### src/rtl/cell_sequencer_pkg.sv
// Shared types and constants for the cell sequencer: pixel/cell widths,
// operand types and the sequencer FSM encoding.
package cell_sequencer_pkg;

    localparam int PIXEL_W   = 8;
    localparam int CELL_TAPS = 9;
    localparam int CELL_W    = CELL_TAPS * PIXEL_W;
    localparam int OPCODE_W  = 4;
    localparam int USER_W    = 8;
    localparam int TAP_W     = 4;

    typedef logic [PIXEL_W-1:0]  pixel_t;
    typedef logic [CELL_W-1:0]   cell_t;
    typedef logic [OPCODE_W-1:0] opcode_t;
    typedef logic [USER_W-1:0]   user_t;

    typedef enum logic [2:0] {
        S_IDLE,
        S_FETCH_A,
        S_FETCH_B,
        S_WAIT,
        S_WRITE,
        S_DONE
    } seq_state_e;

endpackage

### src/rtl/cell_sequencer_addr_gen.sv
// Combinational neighbourhood address: pixel (x,y) plus tap k (raster 3x3,
// k=0 is (-1,-1)) clamped to the image edges, returned as y*IMG_W+x.
module cell_addr_gen
    import cell_sequencer_pkg::*;
#(
    parameter int IMG_W  = 64,
    parameter int IMG_H  = 64,
    parameter int ADDR_W = $clog2(IMG_W * IMG_H),
    parameter int X_W    = $clog2(IMG_W),
    parameter int Y_W    = $clog2(IMG_H)
) (
    input  logic [X_W-1:0]    x,
    input  logic [Y_W-1:0]    y,
    input  logic [TAP_W-1:0]  k,
    output logic [ADDR_W-1:0] addr
);

    int xc;
    int yc;

    // NOTE: every variable gets a value on every path, so no latch is inferred.
    always_comb begin
        xc = int'(x) + (int'(k) % 3) - 1;
        yc = int'(y) + (int'(k) / 3) - 1;
        if (xc < 0)
            xc = 0;
        else if (xc > IMG_W - 1)
            xc = IMG_W - 1;
        if (yc < 0)
            yc = 0;
        else if (yc > IMG_H - 1)
            yc = IMG_H - 1;
        addr = ADDR_W'(yc * IMG_W + xc);
    end

endmodule

### src/rtl/cell_sequencer.sv
// Job-level controller: walks the output image in raster order, fetches each
// edge-clamped 3x3 neighbourhood from A (and B), waits for the processor, writes the result.
module cell_sequencer
    import cell_sequencer_pkg::*;
#(
    parameter int IMG_W    = 64,
    parameter int IMG_H    = 64,
    parameter int PROC_LAT = 1,
    parameter int ADDR_W   = $clog2(IMG_W * IMG_H)
) (
    input  logic              clk,
    input  logic              rst,
    input  logic              start,
    input  logic              abort,
    input  opcode_t           cfg_opcode,
    input  user_t             cfg_user,
    input  logic              cfg_two_src,
    output logic              busy,
    output logic              done,
    output logic              rd_en,
    output logic              rd_sel,
    output logic [ADDR_W-1:0] rd_addr,
    input  pixel_t            rd_data,
    output logic              wr_en,
    output logic [ADDR_W-1:0] wr_addr,
    output pixel_t            wr_data,
    output cell_t             cell_a,
    output cell_t             cell_b,
    output user_t             user_a,
    output opcode_t           opcode,
    input  pixel_t            proc_pixel
);

    localparam int X_W    = $clog2(IMG_W);
    localparam int Y_W    = $clog2(IMG_H);
    localparam int WAIT_W = $clog2(PROC_LAT + 2);

    seq_state_e        state;
    logic [X_W-1:0]    x;
    logic [Y_W-1:0]    y;
    logic [TAP_W-1:0]  tap;
    logic [WAIT_W-1:0] wait_cnt;
    logic              two_src;
    logic              busy_q;
    logic              rd_en_q;
    logic              wr_en_q;

    logic              last_x;
    logic              last_y;
    logic [X_W-1:0]    next_x;
    logic [Y_W-1:0]    next_y;
    logic [X_W-1:0]    gen_x;
    logic [Y_W-1:0]    gen_y;
    logic [TAP_W-1:0]  gen_k;
    logic [ADDR_W-1:0] gen_addr;

    assign last_x = (x == X_W'(IMG_W - 1));
    assign last_y = (y == Y_W'(IMG_H - 1));
    assign next_x = last_x ? '0 : x + X_W'(1);
    assign next_y = last_x ? y + Y_W'(1) : y;

    // Address for the read issued in the next cycle, whichever state we come from.
    always_comb begin
        gen_x = x;
        gen_y = y;
        gen_k = '0;
        case (state)
            S_IDLE: begin
                gen_x = '0;
                gen_y = '0;
            end
            S_FETCH_A, S_FETCH_B:
                gen_k = (tap == TAP_W'(CELL_TAPS)) ? '0 : tap + TAP_W'(1);
            S_WRITE: begin
                gen_x = next_x;
                gen_y = next_y;
            end
            default: ;
        endcase
    end

    cell_addr_gen #(
        .IMG_W  (IMG_W),
        .IMG_H  (IMG_H),
        .ADDR_W (ADDR_W),
        .X_W    (X_W),
        .Y_W    (Y_W)
    ) u_addr_gen (
        .x    (gen_x),
        .y    (gen_y),
        .k    (gen_k),
        .addr (gen_addr)
    );

    // abort must silence the strobes in the very cycle it is seen, so that a
    // write already scheduled for this cycle never reaches memory.
    assign busy  = busy_q  & ~abort;
    assign rd_en = rd_en_q & ~abort;
    assign wr_en = wr_en_q & ~abort;

    // NOTE: sequential state uses non-blocking assignments only.
    always_ff @(posedge clk or negedge rst) begin
        if (!rst) begin
            state    <= S_IDLE;
            x        <= '0;
            y        <= '0;
            tap      <= '0;
            wait_cnt <= '0;
            two_src  <= 1'b0;
            busy_q   <= 1'b0;
            rd_en_q  <= 1'b0;
            wr_en_q  <= 1'b0;
            done     <= 1'b0;
            rd_sel   <= 1'b0;
            rd_addr  <= '0;
            wr_addr  <= '0;
            wr_data  <= '0;
            cell_a   <= '0;
            cell_b   <= '0;
            user_a   <= '0;
            opcode   <= '0;
        end else if (abort) begin
            state   <= S_IDLE;
            busy_q  <= 1'b0;
            rd_en_q <= 1'b0;
            wr_en_q <= 1'b0;
            done    <= 1'b0;
        end else begin
            case (state)
                S_IDLE: begin
                    done <= 1'b0;
                    if (start) begin
                        opcode  <= cfg_opcode;
                        user_a  <= cfg_user;
                        two_src <= cfg_two_src;
                        cell_b  <= '0;
                        x       <= '0;
                        y       <= '0;
                        tap     <= '0;
                        busy_q  <= 1'b1;
                        rd_en_q <= 1'b1;
                        rd_sel  <= 1'b0;
                        rd_addr <= gen_addr;
                        state   <= S_FETCH_A;
                    end
                end

                S_FETCH_A, S_FETCH_B: begin
                    // Read data lags its strobe by one cycle, so cycle t fills tap t-1.
                    if (tap != '0) begin
                        if (state == S_FETCH_A)
                            cell_a[PIXEL_W*(int'(tap)-1) +: PIXEL_W] <= rd_data;
                        else
                            cell_b[PIXEL_W*(int'(tap)-1) +: PIXEL_W] <= rd_data;
                    end
                    if (tap == TAP_W'(CELL_TAPS)) begin
                        tap <= '0;
                        if (state == S_FETCH_A && two_src) begin
                            rd_en_q <= 1'b1;
                            rd_sel  <= 1'b1;
                            rd_addr <= gen_addr;
                            state   <= S_FETCH_B;
                        end else begin
                            rd_en_q  <= 1'b0;
                            rd_sel   <= 1'b0;
                            wait_cnt <= '0;
                            state    <= S_WAIT;
                        end
                    end else begin
                        tap     <= tap + TAP_W'(1);
                        rd_en_q <= (tap < TAP_W'(CELL_TAPS - 1));
                        if (tap < TAP_W'(CELL_TAPS - 1))
                            rd_addr <= gen_addr;
                    end
                end

                S_WAIT: begin
                    if (wait_cnt == WAIT_W'(PROC_LAT)) begin
                        wr_en_q <= 1'b1;
                        wr_data <= proc_pixel;
                        wr_addr <= ADDR_W'(int'(y) * IMG_W + int'(x));
                        state   <= S_WRITE;
                    end else begin
                        wait_cnt <= wait_cnt + WAIT_W'(1);
                    end
                end

                S_WRITE: begin
                    wr_en_q <= 1'b0;
                    if (last_x && last_y) begin
                        busy_q <= 1'b0;
                        done   <= 1'b1;
                        state  <= S_DONE;
                    end else begin
                        x       <= next_x;
                        y       <= next_y;
                        tap     <= '0;
                        rd_en_q <= 1'b1;
                        rd_sel  <= 1'b0;
                        rd_addr <= gen_addr;
                        state   <= S_FETCH_A;
                    end
                end

                S_DONE: begin
                    done  <= 1'b0;
                    state <= S_IDLE;
                end

                default: state <= S_IDLE;
            endcase
        end
    end

endmodule

### config.mk
export PLATFORM = sky130hd
export DESIGN_NAME = cell_sequencer
export DESIGN_NICKNAME = d
export VERILOG_FILES = /design/src/rtl/cell_sequencer_pkg.sv /design/src/rtl/cell_sequencer_addr_gen.sv /design/src/rtl/cell_sequencer.sv
export SDC_FILE = /design/constraint.sdc
export NUM_CORES = 1
export LEC_CHECK = 0
export CORE_MARGIN = 5
export CORE_UTILIZATION = 58
export CTS_CLUSTER_SIZE = 25
export DETAILED_ROUTE_END_ITERATION = 10
export PLACE_DENSITY = 0.92
export SLEW_MARGIN = 40
export SYNTH_ARGS = -nofsm -noshare
export SYNTH_HDL_FRONTEND = slang
export SYNTH_HIERARCHICAL = 1
export SYNTH_SLANG_ARGS = --single-unit
### constraint.sdc
create_clock -name clk -period 12.3 [get_ports clk]
set_input_delay 1.23 -clock clk [delete_from_list [all_inputs] [get_ports clk]]
set_output_delay 1.23 -clock clk [all_outputs]
set_load 0.05 [all_outputs]
# [Word-level counts from Yosys, hierarchy flattened]
# Index checks and enable logic that the tools add are counted.
[totals] ff_bits=215 inputBits=33 output_inout_bits=193 elab_cells=154
[classes] addsub=12 n_div=2 magnitude_cmp=5 n_eq_ne=23 shift=2 mux=60 bitwise=4 n_reduce_logical=28
[ops] operator="2-to-1 mux 72 bit" count=3
[ops] operator="bitwise mux 72 bit" count=2
[ops] operator="case mux 72 bit (2 select lines)" count=1
[ops] operator="2-to-1 mux 12 bit" count=7
[ops] operator="variable shift 8 x 33 -> 72 bit, first input constant" count=1
[ops] operator="variable part select 8 x 33 -> 72 bit" count=1
[ops] operator="adder 7 x 32 -> 32 bit" count=2
[ops] operator="greater-than comparator 32 x 7 -> 1 bit, second input constant" count=2
[ops] operator="< comparator 32 x 1 -> 1 bit, second input constant" count=2
[ops] operator="subtractor 32 x 2 -> 32 bit, second input constant" count=2
[ops] operator="case mux 6 bit (2 select lines)" count=4
[ops] operator="2-to-1 mux 6 bit" count=7
[ops] operator="case mux 12 bit (3 select lines)" count=1
[ops] operator="negator 8 -> 33 bit" count=1
[ops] operator="divider 5 x 3 -> 32 bit, second input constant" count=1
[ops] operator="remainder unit 5 x 3 -> 32 bit, second input constant" count=1
[ops] operator="inequality test 3 bit, second input constant" count=7
[ops] operator="2-to-1 mux 4 bit" count=4
[ops] operator="2-to-1 mux 1 bit" count=15
[ops] operator="2-to-1 mux 3 bit" count=5
[ops] operator="AND reduction 3 bit" count=5
[ops] operator="AND reduction 5 bit" count=3
[ops] operator="inequality test 2 bit, second input constant" count=7
[ops] operator="adder 12 bit" count=1
[ops] operator="other kinds (29)" count=51

# [Logic depth before layout (Yosys ltp)]
[logic_depth] ltp_word=13 mapped_depth=37

# [Cells and area by module]
# The synthesis kept the hierarchy.
[modules_own_cells] mod="cell_sequencer" instances=1 cells_per_inst=931 area_each_um2=9766.9 seq_area_each_um2=5380.2
[modules_own_cells] mod="cell_addr_gen" instances=1 cells_per_inst=480 area_each_um2=3151.8 seq_area_each_um2=0.0

# [Worst setup path after synthesis]
# Ideal clock, no wire load.
[synth_path] path_type="register -> register" start="reg tap[1]" end="reg rd_addr[3]" setup_ns=0.125 arrival_ns=6.996 required_ns=12.175 path_slack_ns=5.179 path_stages_with_launch=30 path_buffers=3 period_less_slack_ns=7.121 cell_sequence="dfrtp_1 inv_1 ha_1 nor2b_1 nand2_1 nand2_1 nor2_1 nor2b_2 ha_1 clkbuf_1 inv_1 ha_1 or4b_4 a222oi_1 a21boi_4 nand2_1 nand2_1 inv_1 ha_1 clkbuf_1 nand4_1 or2_2 o311ai_0 nand3_1 nor3b_1 nor4_1 and4b_1 clkbuf_1 a31oi_1 mux2_2"
[synth_via] elab_chain_cells=13 word_cells_on_any_way=22
[synth_rtl] item="from (decl)" line_no="cell_sequencer.sv:41" text="logic [TAP_W-1:0] tap;"
[synth_rtl] item="from (signal assigned)" line_no="cell_sequencer.sv:170" text="tap <= tap + TAP_W'(1);"
[synth_rtl] item="adder 4 x 1 -> 4 bit / == test 4 bit (equally long branches)" line_no="cell_sequencer.sv:73" text="gen_k = (tap == TAP_W'(CELL_TAPS)) ? '0 : tap + TAP_W'(1);"
[synth_rtl] item="2-to-1 mux 4 bit *" line_no="cell_sequencer.sv:73"
[synth_rtl] item="2-to-1 mux 4 bit *" line_no="cell_sequencer.sv:67" text="case (state)"
[synth_rtl] item="net gen_k[2]" line_no="cell_sequencer.sv:54" text="logic [TAP_W-1:0] gen_k;"
[synth_rtl] item="remainder unit 5 x 3 -> 32 bit *" line_no="cell_sequencer_addr_gen.sv:23" text="xc = int'(x) + (int'(k) % 3) - 1;"
[synth_rtl] item="adder 7 x 32 -> 32 bit *" line_no="cell_sequencer_addr_gen.sv:23"
[synth_rtl] item="subtractor 32 x 2 -> 32 bit *" line_no="cell_sequencer_addr_gen.sv:23"
[synth_rtl] item="greater-than comparator 32 x 7 -> 1 bit" line_no="cell_sequencer_addr_gen.sv:27" text="else if (xc > IMG_W - 1)"
[synth_rtl] item="2-to-1 mux 12 bit" line_no="cell_sequencer_addr_gen.sv:27"
[synth_rtl] item="2-to-1 mux 12 bit *" line_no="cell_sequencer_addr_gen.sv:25" text="if (xc < 0)"
[synth_rtl] item="adder 12 bit *" line_no="cell_sequencer_addr_gen.sv:33" text="addr = ADDR_W'(yc * IMG_W + xc);"
[synth_rtl] item="net gen_addr[3]" line_no="cell_sequencer.sv:55" text="logic [ADDR_W-1:0] gen_addr;"
[synth_rtl] item="2-to-1 mux 12 bit, on equally long branches" line_no="cell_sequencer.sv:172, cell_sequencer.sv:158"
[synth_rtl] item="2-to-1 mux 12 bit" line_no="cell_sequencer.sv:156" text="if (tap == TAP_W'(CELL_TAPS)) begin"
[synth_rtl] item="case mux 12 bit (3 select lines) *" line_no="cell_sequencer.sv:129" text="case (state)"
[synth_rtl] item="to (signal assigned)" line_no="cell_sequencer.sv:143" text="rd_addr <= gen_addr;"
[synth_rtl] item="to (signal assigned)" line_no="cell_sequencer.sv:161" text="rd_addr <= gen_addr;"
[synth_rtl] item="to (signal assigned)" line_no="cell_sequencer.sv:173" text="rd_addr <= gen_addr;"
[synth_rtl] item="to (decl)" line_no="cell_sequencer.sv:22" text="output logic [ADDR_W-1:0] rd_addr,"
# The timed path passes the listed nets; every way through them passes the cells marked *. The select of a mux whose other input is x is not followed.
# A chain may end at the register's enable or synchronous reset.

# [Final worst setup path]
[layout_path] start="reg state[0]" end="reg rd_addr[2]"
[layout_via] elab_chain_cells=13 word_cells_on_any_way=28
[layout_rtl] item="from (decl)" line_no="cell_sequencer.sv:38" text="seq_state_e state;"
[layout_rtl] item="from (signal assigned)" line_no="cell_sequencer.sv:104" text="state <= S_IDLE;"
[layout_rtl] item="from (signal assigned)" line_no="cell_sequencer.sv:123" text="state <= S_IDLE;"
[layout_rtl] item="from (signal assigned)" line_no="cell_sequencer.sv:144" text="state <= S_FETCH_A;"
[layout_rtl] item="== test 3 x 1 -> 1 bit / == test 3 x 2 -> 1 bit (equally long branches)" line_no="cell_sequencer.sv:67"
[layout_rtl] item="OR reduction 2 bit *" line_no="cell_sequencer.sv:67"
[layout_rtl] item="2-to-1 mux 4 bit *" line_no="cell_sequencer.sv:67"
[layout_rtl] item="net gen_k[3]" line_no="cell_sequencer.sv:54"
[layout_rtl] item="remainder unit 5 x 3 -> 32 bit *" line_no="cell_sequencer_addr_gen.sv:23"
[layout_rtl] item="adder 7 x 32 -> 32 bit *" line_no="cell_sequencer_addr_gen.sv:23"
[layout_rtl] item="subtractor 32 x 2 -> 32 bit *" line_no="cell_sequencer_addr_gen.sv:23"
[layout_rtl] item="greater-than comparator 32 x 7 -> 1 bit" line_no="cell_sequencer_addr_gen.sv:27"
[layout_rtl] item="2-to-1 mux 12 bit" line_no="cell_sequencer_addr_gen.sv:27"
[layout_rtl] item="2-to-1 mux 12 bit *" line_no="cell_sequencer_addr_gen.sv:25"
[layout_rtl] item="adder 12 bit *" line_no="cell_sequencer_addr_gen.sv:33"
[layout_rtl] item="net gen_addr[2]" line_no="cell_sequencer.sv:55"
[layout_rtl] item="2-to-1 mux 12 bit, on equally long branches" line_no="cell_sequencer.sv:172, cell_sequencer.sv:158"
[layout_rtl] item="2-to-1 mux 12 bit" line_no="cell_sequencer.sv:156"
[layout_rtl] item="case mux 12 bit (3 select lines) *" line_no="cell_sequencer.sv:129"
# Marked as above.

==> impl_metrics.prom <==
# TYPE chip_impl_metric gauge
chip_impl_info{name="count_leader_synth",value="dfrtp_1"} 1
chip_impl_metric{name="ys_warn_count",unit=""} 6
chip_impl_metric{name="fin_util",unit="%"} 73.6
chip_impl_metric{name="grt_max_degree",unit=""} 93
chip_impl_metric{name="chipHeight",unit="µm"} 159
chip_impl_metric{name="clock.fmax",unit="MHz"} 116
chip_impl_metric{name="routabilityCongestion",unit=""} 0.933
chip_impl_metric{name="netlist.area_leader.share",unit="%"} 41.6
chip_impl_metric{name="half_perimeter_wire_length_of_the_detailed_placement_result",unit="µm"} 27500
chip_impl_metric{name="hold_path_depth",unit=""} 2
chip_impl_metric{name="gr-total-overflow",unit=""} 0
chip_impl_metric{name="antenna_violations_before_repair",unit=""} 0
chip_impl_metric{name="antenna-diode-count",unit=""} 0
chip_impl_info{name="worstHoldStart",value="opcode[1]"} 1
chip_impl_metric{name="drt_pass1_iterations",unit=""} 6
chip_impl_metric{name="gr-usage-all-layers",unit="%"} 28.3
chip_impl_metric{name="power",unit="mW"} 3.28
chip_impl_info{name="most_frequent_cells_after_synthesis",value="dfrtp_1, nand2_1, inv_1, o21ai_0, nor2_1"} 1
chip_impl_metric{name="irDropWorstVdd",unit="V"} 0.000249
chip_impl_metric{name="cts-buffers-inserted",unit=""} 23
chip_impl_metric{name="finalNonFillerCells",unit=""} 1895
chip_impl_metric{name="critical_path_peak_fanout",unit=""} 20
chip_impl_metric{name="totalWireLength",unit="µm"} 37500
chip_impl_info{name="timing.setup.critical_path_class",value="reg -> reg"} 1
chip_impl_metric{name="setup.reg_to_reg.worst_slack",unit="ns"} 3.68
chip_impl_metric{name="syn_avg_cell_area",unit="µm²"} 9.16
chip_impl_metric{name="drc",unit=""} 0
chip_impl_info{name="class_of_the_worst_hold_path",value="reg -> reg"} 1
chip_impl_metric{name="worstPathRequired",unit="ns"} 12.70
chip_impl_metric{name="ys_types",unit=""} 88
chip_impl_metric{name="numPortBuffers",unit=""} 225
chip_impl_metric{name="timing.reg2reg.worst_path_depth",unit=""} 29
chip_impl_info{name="synth_largest_area_cell",value="dfrtp_1"} 1
chip_impl_metric{name="timing.critical_path.slowest_cell_delay",unit="ns"} 0.70
chip_impl_metric{name="cts-htree-levels",unit=""} 1
chip_impl_metric{name="synth.cell_area",unit="µm²"} 12900
chip_impl_metric{name="cts-resized-gates",unit=""} 0
chip_impl_metric{name="final_layout_size_suffix_gt1_share",unit="%"} 7.99
chip_impl_info{name="worstReg2RegEnd",value="rd_addr[2]"} 1
chip_impl_metric{name="clkSinkCount",unit=""} 215
chip_impl_info{name="rsz0062_at_grt",value="false"} 1
chip_impl_metric{name="total_via_count_in_the_routed_design",unit=""} 11807
chip_impl_metric{name="report.final.setup_viol",unit=""} 0
chip_impl_info{name="worst_path_most_repeated_cell",value="ha_1"} 1
chip_impl_metric{name="rows",unit=""} 54
chip_impl_metric{name="async_flop_share",unit="%"} 100
chip_impl_metric{name="synthCells",unit=""} 1411
chip_impl_info{name="capture_endpoint_of_the_worst_hold_path",value="opcode[1]"} 1
chip_impl_metric{name="core-area",unit="µm²"} 21900
chip_impl_metric{name="power.static_leakage",unit="nW"} 7.16
chip_impl_metric{name="synth_seq_area_share",unit="%"} 41.6
chip_impl_metric{name="io_pins",unit=""} 226
chip_impl_metric{name="antenna_violating_nets_post_route",unit=""} 0
chip_impl_metric{name="hold_ws",unit="ns"} 0.472
chip_impl_info{name="postSynth.topFlopCell",value="dfrtp_1"} 1
chip_impl_metric{name="finalNetCount",unit=""} 1704
chip_impl_metric{name="worst_slew_pin_slew",unit="ns"} 0.853
chip_impl_metric{name="fp.dieArea",unit="µm²"} 25400
chip_impl_metric{name="post-cts-setup-buffer-count",unit=""} 0
chip_impl_metric{name="max-clock-path-buffers",unit=""} 3
chip_impl_info{name="cpMaxStageDelayCell",value="dfrtp_1"} 1
chip_impl_metric{name="timing_max_transition_violations_final",unit=""} 0
chip_impl_metric{name="dpl.cell_count",unit=""} 1852
chip_impl_metric{name="areaGrowthSynthToFinish",unit="%"} 24.8
chip_impl_metric{name="ctsHoldBuffers",unit=""} 0
chip_impl_metric{name="path_clk_slew",unit="ns"} 0.06
chip_impl_metric{name="yosys_register_bits",unit=""} 215
chip_impl_metric{name="worst_skew_pair_later_pin_latency",unit="ns"} 0.53
chip_impl_metric{name="layout_min_cycle_time",unit="ns"} 8.62
chip_impl_metric{name="final_hold_viol_count",unit=""} 0
chip_impl_metric{name="avgRoutedWirePerCell",unit="µm"} 19.8
chip_impl_info{name="run_status",value="finished, final reports clean"} 1
chip_impl_info{name="setup.worst_path.end_class",value="register"} 1
chip_impl_metric{name="cap_violations",unit=""} 0
chip_impl_metric{name="initial_util",unit="%"} 59.0
chip_impl_metric{name="pwr_density_cell",unit="nW/µm²"} 203
chip_impl_metric{name="synth-edff-count",unit=""} 0
chip_impl_metric{name="timing.slew.headroom",unit="%"} 42.6
chip_impl_metric{name="final.period_utilization",unit="%"} 70.0
chip_impl_info{name="worst_setup_path_start_kind",value="register"} 1
chip_impl_metric{name="die_w",unit="µm"} 159
chip_impl_metric{name="drt_iter0_markers",unit=""} 1213
chip_impl_metric{name="fin_setup_tns",unit="ns"} 0
chip_impl_info{name="cts_tree",value="done"} 1
chip_impl_metric{name="fin_skew",unit="ns"} 0.0184
chip_impl_info{name="cts.root.buffer_cell",value="clkbuf_16"} 1
chip_impl_metric{name="global_route_wire_length_before_repair",unit="µm"} 60700
chip_impl_info{name="synth.top_cells.by_area",value="dfrtp_1, ha_1, nand2_1"} 1
chip_impl_metric{name="vias_per_cell",unit=""} 6.23
chip_impl_metric{name="vias_in_the_first_global_route",unit=""} 11408
chip_impl_metric{name="worst_ep_arrival_time",unit="ns"} 9.01
chip_impl_info{name="regToRegStartpoint",value="state[0]"} 1
-- cells by family after synthesis --
kind of cell	Yosys count	share of synthesized area, %
mux	57	4.88
simple gates	474	17.4
compound gates	382	20.6
flops	215	41.6
xor+xnor	35	2.65
fa+ha+maj	73	7.24
other cells	2	0.0581
buf+inv	173	5.46
-- registers in the layout, indices dropped and copies added, names as in the netlist --
name,flops
cell_b,72
rd_sel,1
y,6
opcode,4
rd_en_q,1
busy_q,1
two_src,1
wr_en_q,1
cell_a,72
rd_addr,12
done,1
x,6
tap,4
wait_cnt,2
wr_data,8
wr_addr,12
user_a,8
state,3
-- layout make-up --
class | instances | area, µm²
Timing Repair Buffer | 237 | 2340
Clock buffer | 32 | 649
Clock inverter | 10 | 146
Fill cell | 1487 | 5770
Multi-Input combinational cell | 1027 | 6900
Inverter | 94 | 355
Sequential cell | 215 | 5380
Tap cell | 280 | 350
-- routing by layer --
metal  routed length (µm)  GRT usage, %  vias up
met5                    0             0        -
met4                 1320          8.53        0
met3                 2980          4.45      103
met2                18200          48.9      629
met1                14900          36.8     5670
li1                     -             -     5405
-- cells in the final DEF (no fill, tap or decap), types with 5 or more instances in the layout --
cell / instances
a211oi_1: 9
o211ai_1: 13
nor3b_1: 5
buf_4: 6
mux2_2: 40
inv_1: 92
nor2_1: 83
nor2b_1: 17
nand2b_1: 13
ha_1: 70
nor4_1: 8
a21o_1: 10
or3_1: 8
xor2_1: 10
a2111oi_0: 5
mux2i_1: 15
dfrtp_1: 215
and3_1: 7
a22o_1: 46
nand2_1: 210
a31oi_1: 16
o21bai_1: 5
clkdlybuf4s50_1: 224
nand3_1: 35
o21a_1: 8
nand4_1: 14
a21oi_1: 60
conb_1: 6
xnor2_1: 22
or2_2: 12
buf_2: 5
o2bb2ai_1: 19
o31ai_1: 43
and2_1: 18
o21ai_0: 89
clkbuf_16: 23
clkbuf_1: 5
nor3_1: 17
a32o_1: 16
-- worst max-delay path, delay by kind of cell, from the launching register on --
kind / cells / cell delay [ns]
AOI/OAI and AO/OA: 11 / 3.03
and+or+nand+nor: 9 / 2.50
adders and majority gates: 4 / 1.28
DFF: 1 / 0.70
muxes: 2 / 0.64
xor gates and xnor gates: 2 / 0.29
buffers and inverters: 1 / 0.04
-- how the worst max path moves through the flow --
| stage | start | endpoint | slack (ns) |
|---|---|---|---|
| floorplan | tap[1] | rd_addr[3] | 5.18 |
| global placement | state[1] | rd_addr[2] | 4.18 |
| detailed placement | state[0] | rd_addr[2] | 4.03 |
| CTS | state[0] | rd_addr[2] | 3.89 |
| global route | state[0] | rd_addr[5] | 3.00 |
| finish | state[0] | rd_addr[2] | 3.68 |
-- through the flow --
step                      setup WS (ns)  cell area, µm²
final                              3.68           16100
after global routing               3.00           16100
after CTS                          3.89           16100
after detailed placement           4.03           15300
after global placement             4.18           15200
after floorplan                    5.18           12900
-- power breakdown --
part	leakage [nW]	switching [mW]	internal, mW
registers	2.93	0.0491	0.762
clock network	0.391	0.291	0.436
logic	3.85	1.09	0.646
total	7.16	1.43	1.84
Power figures use the tool's default switching activity.
